===== src/rtl/or1200_vlx_packer.sv =====
`default_nettype none
// ============================================================================
//  Module      : or1200_vlx_packer
//  Description : Packs right-aligned variable-length codes (1..16 bits) into
//                a byte stream, MSB first. Optional JPEG byte stuffing puts a
//                0x00 after every emitted 0xFF. A flush pads the last partial
//                byte with 1s, emits it, then pulses done_o. Each byte is
//                handed to a store unit with a pulse and held until ack_i.
//  Revision    : 1.0 - initial release
// ============================================================================
module or1200_vlx_packer #(
    parameter int STUFF_EN = 1
) (
    input  logic        clk_i,
    input  logic        rst_i,
    input  logic [15:0] code_i,
    input  logic [4:0]  len_i,
    input  logic        code_valid_i,
    output logic        code_ready_o,
    input  logic        flush_i,
    input  logic        ack_i,
    output logic        store_byte_o,
    output logic [7:0]  byte_o,
    output logic        done_o
);

    typedef enum logic [0:0] {
        S_RUN  = 1'b0,
        S_WAIT = 1'b1
    } state_t;

    localparam logic [31:0] c_top_mask = 32'hFF00_0000;

    state_t      state_q, state_d;
    logic [31:0] buf_q, buf_d;
    logic [5:0]  cnt_q, cnt_d;
    logic        flush_pend_q, flush_pend_d;
    logic        stuff_pend_q, stuff_pend_d;
    logic        store_byte_q, store_byte_d;
    logic [7:0]  byte_q, byte_d;
    logic        done_q, done_d;

    logic [4:0]  w_len;
    logic [15:0] w_code_masked;
    logic [5:0]  w_shamt;
    logic [31:0] w_code_placed;
    logic [31:0] w_pad_mask;
    logic        w_xfer;

    // Clamp the length, mask the code and line it up just below the pending bits.
    // The shift is only meaningful while cnt < 8, which is the only time a
    // code can be accepted.
    assign w_len         = (len_i > 5'd16) ? 5'd16 : len_i;
    assign w_code_masked = code_i & ~(16'hFFFF << w_len);
    assign w_shamt       = 6'd32 - cnt_q - {1'b0, w_len};
    assign w_code_placed = {16'h0000, w_code_masked} << w_shamt;
    // Ones from the first free bit down to bit 24 complete the top byte.
    assign w_pad_mask    = (c_top_mask >> cnt_q) & c_top_mask;

    assign code_ready_o  = (state_q == S_RUN) && (cnt_q < 6'd8) && !flush_pend_q && !rst_i;
    assign w_xfer        = code_valid_i && code_ready_o;

    assign store_byte_o  = store_byte_q;
    assign byte_o        = byte_q;
    assign done_o        = done_q;

    // State register with synchronous reset that discards all pending data.
    always_ff @(posedge clk_i) begin
        if (rst_i) begin
            state_q      <= S_RUN;
            buf_q        <= 32'h0;
            cnt_q        <= 6'd0;
            flush_pend_q <= 1'b0;
            stuff_pend_q <= 1'b0;
            store_byte_q <= 1'b0;
            byte_q       <= 8'h00;
            done_q       <= 1'b0;
        end else begin
            state_q      <= state_d;
            buf_q        <= buf_d;
            cnt_q        <= cnt_d;
            flush_pend_q <= flush_pend_d;
            stuff_pend_q <= stuff_pend_d;
            store_byte_q <= store_byte_d;
            byte_q       <= byte_d;
            done_q       <= done_d;
        end
    end

    // Next-state logic: accept codes, emit full bytes, pad on flush, stuff after 0xFF.
    always_comb begin
        state_d      = state_q;
        buf_d        = buf_q;
        cnt_d        = cnt_q;
        flush_pend_d = flush_pend_q | flush_i;
        stuff_pend_d = stuff_pend_q;
        store_byte_d = 1'b0;
        byte_d       = byte_q;
        done_d       = 1'b0;

        case (state_q)
            S_RUN: begin
                if (w_xfer) begin
                    // A code and a flush in the same cycle: the code goes in
                    // first, the flush is served once it is buffered.
                    buf_d = buf_q | w_code_placed;
                    cnt_d = cnt_q + {1'b0, w_len};
                end else if (cnt_q >= 6'd8) begin
                    store_byte_d = 1'b1;
                    byte_d       = buf_q[31:24];
                    buf_d        = buf_q << 8;
                    cnt_d        = cnt_q - 6'd8;
                    stuff_pend_d = (STUFF_EN != 0) && (buf_q[31:24] == 8'hFF);
                    state_d      = S_WAIT;
                end else if (flush_pend_q && (cnt_q != 6'd0)) begin
                    buf_d = buf_q | w_pad_mask;
                    cnt_d = 6'd8;
                end else if (flush_pend_q) begin
                    done_d       = 1'b1;
                    flush_pend_d = flush_i;
                end
            end
            S_WAIT: begin
                if (ack_i) begin
                    if (stuff_pend_q) begin
                        // The stuffed zero is never itself a stuffing candidate.
                        store_byte_d = 1'b1;
                        byte_d       = 8'h00;
                        stuff_pend_d = 1'b0;
                    end else begin
                        state_d = S_RUN;
                    end
                end
            end
            default: state_d = S_RUN;
        endcase
    end

endmodule
`default_nettype wire


===== config.mk =====
export PLATFORM = sky130hd
export DESIGN_NAME = or1200_vlx_packer
export DESIGN_NICKNAME = d
export VERILOG_FILES = /design/src/rtl/or1200_vlx_packer.sv
export SDC_FILE = /design/constraint.sdc
export NUM_CORES = 1
export LEC_CHECK = 0
export ABC_AREA = 1
export BUFFER_PORTS_ARGS = -buffer_cell sky130_fd_sc_hd__buf_2
export CORE_ASPECT_RATIO = 0.75
export CORE_MARGIN = 2
export CORE_UTILIZATION = 43
export DETAILED_ROUTE_END_ITERATION = 10
export GPL_ROUTABILITY_DRIVEN = 0
export PLACE_DENSITY = 0.58
export SYNTH_ARGS = -nofsm -noshare
export SYNTH_HDL_FRONTEND = slang
export SYNTH_SLANG_ARGS = --single-unit

===== constraint.sdc =====
create_clock -name clk_i -period 9.2 [get_ports clk_i]
set_input_delay 0.92 -clock clk_i [delete_from_list [all_inputs] [get_ports clk_i]]
set_output_delay 0.92 -clock clk_i [all_outputs]
set_load 0.01 [all_outputs]

==> impl_metrics.yaml <==
detailed_routing:
  dr.pass1.iters: 5
  vias_per_cell: 5.74
  drcViolationCount: 0
  routedWlPerCell_um: 16.1
  route.vias.total: 4636
  drt_wl_total_um: 13000
  drt-initial-drc-count: 466
  drt.antenna.violating_nets: 0
cts:
  cts-buffers-inserted: 5
  cts_root_buf: "clkbuf_16"
  clk_pin_slew_ns: 0.07
  cts_setup_buffers: 0
  hold_buffers: 0
  clock-sinks: 51
  cts_resized: 0
  insertion_delay_ns: 0.30
  clk_path_buf_depth: 2
  cts_tree: "built"
  htreeDepth: 2
critical_path:
  cp_slowest_cell: "clkinv_1"
  worst-setup-path-type: "in2reg"
  path_delay_family: "buffers and inverters"
  crit_arrival_ns: 4.54
  timing.critical_path.buf_inv: 4
  cp-start-kind: "input port"
  worstPathRequired_ns: 9.37
  path_max_fanout: 27
  crit_chain: "buf_2, nor2_1, inv_1, ha_1, inv_1, fa_1, xnor2_4, clkinv_1, o21ai_0, o21ai_0, nand2_1, a21oi_2"
  end_kind: "flip-flop"
  cpPeakStageDelay_ns: 0.72
grt:
  first_global_vias: 4182
  grt_antenna_before_repair: 0
  grt_max_degree: 31
  grtUsageTotal_pct: 25.0
  overflow: 0
  grt_first_pass_wirelength_um: 21100
placement:
  dpl_cell_area_um2: 4350
  place_hpwl_um: 9590
  io_buffers: 36
  place_inst: 800
layout:
  n_antenna_cell: 0
  layout_common_cells: "nand2_1 (160), nand3_1 (114), a21oi_1 (70)"
  nets: 719
  n_fill_cell: 1074
  drive_gt1_share_pct: 10.5
  final_common_cell: "nand2_1"
  layoutNonFillerInstCount: 808
  final_core_util_pct: 46.8
  ff_latch_area_um2: 1020
  syn_to_final_growth_pct: 7.17
  design_area_um2: 4490
  multiInputGateArea_um2: 2790
timing:
  skew_ns: 0.00628
  relSlewSlack_pct: 37.0
  period_minus_slack_ns: 4.38
  slew_viol_final: 0
  rsz0062_at_grt: "false"
  finalHoldViolations: 0
  fmax_mhz: 228
  worstMarginPinSlew_ns: 0.943
  setup_viol: 0
  min_period_over_period_pct: 47.6
  fin_tns_setup_ns: 0
logic_synthesis:
  syn_nets: 709
  syn-cell-area_um2: 4190
  synth_area_leaders: "dfxtp_1 (24%), nand2_1 (14%), nand3_1 (14%)"
  synth_edf_count: 0
  synth_seq_cells: 51
  synth_top_cell_by_area: "dfxtp_1"
  synthFlopType: "dfxtp_1"
  synthArstFlopShare_pct: 0
  avgSynthCellArea_um2: 6.30
  synth_cell_types: 49
  seq_area_frac_synth_pct: 24.4
  synth_cells: 665
  yosysTopAreaCellShare_pct: 24.4
  ys_warn_count: 0
flow_run:
  max_cap_viol_count: 0
die:
  die_area_um2: 10500
  io_pins: 37
  die_x_um: 118
  coreArea_um2: 9580
  start_util_pct: 43.7
  row_count: 31
  fp.dieH_um: 89.5
power_and_ir_drop:
  ir_worst_vdd_uv: 175
  power.density_nw_per_um2: 346
  power_mw: 1.55
  leakage_nw: 1.93
run_status:
  status: "complete, no violations"
worst_hold_path:
  min_path_type: "reg2reg"
cells by family after synthesis:
kind of cell | share of synthesized area, %
xor+xnor | 2.12
fa+ha+maj | 5.92
flops | 24.4
simple gates | 38.2
buf+inv | 9.09
compound gates | 20.3
power by group:
| group | leakage (nW) | internal [mW] | switching (mW) | total [mW] |
|---|---|---|---|---|
| Clock | 0.0679 | 0.101 | 0.0852 | 0.186 |
| Combinational | 1.45 | 0.311 | 0.730 | 1.04 |
| Sequential | 0.417 | 0.279 | 0.0480 | 0.327 |
| Total | 1.93 | 0.691 | 0.863 | 1.55 |
area by class of cell:
class	count	share of cell area, %
Multi-Input combinational cell	529	62.1
Sequential cell	51	22.8
Inverter	52	4.41
Timing Repair Buffer	36	4.02
Tap cell	132	3.68
Clock buffer	7	2.96
Clock inverter	1	0.112
cell usage after synthesis (2+ instances only):
| cell type | number |
|---|---|
| a21boi_0 | 2 |
| nor2_1 | 47 |
| dfxtp_1 | 51 |
| o31ai_1 | 9 |
| o21ai_0 | 43 |
| o21bai_1 | 3 |
| nand2_2 | 3 |
| nor3_1 | 3 |
| inv_2 | 7 |
| nand2_1 | 160 |
| a21oi_1 | 70 |
| xnor2_1 | 2 |
| o211ai_1 | 3 |
| clkinv_1 | 3 |
| a31oi_1 | 9 |
| nand4_1 | 11 |
| buf_2 | 8 |
| nor2_4 | 3 |
| o21ai_1 | 8 |
| ha_1 | 15 |
| buf_6 | 6 |
| clkbuf_1 | 13 |
| nand3_1 | 114 |
| inv_1 | 41 |
| buf_1 | 5 |
| fa_1 | 3 |
worst min-delay path, stage by stage (launching register included):
cell	delay [ns]
dfxtp_1	0.32
nand2_1	0.06
a21oi_1	0.05
through the flow:
stage / worst slack, ns / hold slack, ns
2_1_floorplan: 5.65 / 0.452
3_3_place_gp: 4.65 / 0.464
3_5_place_dp: 4.60 / 0.467
4_1_cts: 4.90 / 0.480
5_1_grt: 4.45 / 0.504
6_report: 4.82 / 0.477
per-layer routing:
metal  part of all wire [%]  GRT usage, %  vias to the layer above  wire (um)
li1                       -             -                     2289          -
met1                     51          36.6                     2170       6630
met2                     41          38.2                      161       5360
met3                    6.5          5.17                       16        846
met4                    1.1          4.71                        0        146
met5                      0             0                        -          0
flip-flops by register name, summed over array words and instances (netlist names):
name,count
buf_q,32
flush_pend_q,1
state_q,1
stuff_pend_q,1
done_o,1
byte_o,8
store_byte_o,1
cnt_q,6
path summary, 6_finish.rpt:
kind              slack, ns      from  depth (start not counted)        end
setup reg to reg       5.26  cnt_q[2]                         10  buf_q[31]
setup / recovery       4.82  len_i[4]                         12  buf_q[31]
hold / removal         0.48  buf_q[2]                          2   buf_q[2]
hold reg to reg        0.48  buf_q[2]                          2   buf_q[2]
Note: power is estimated with default switching activity, not from simulation.
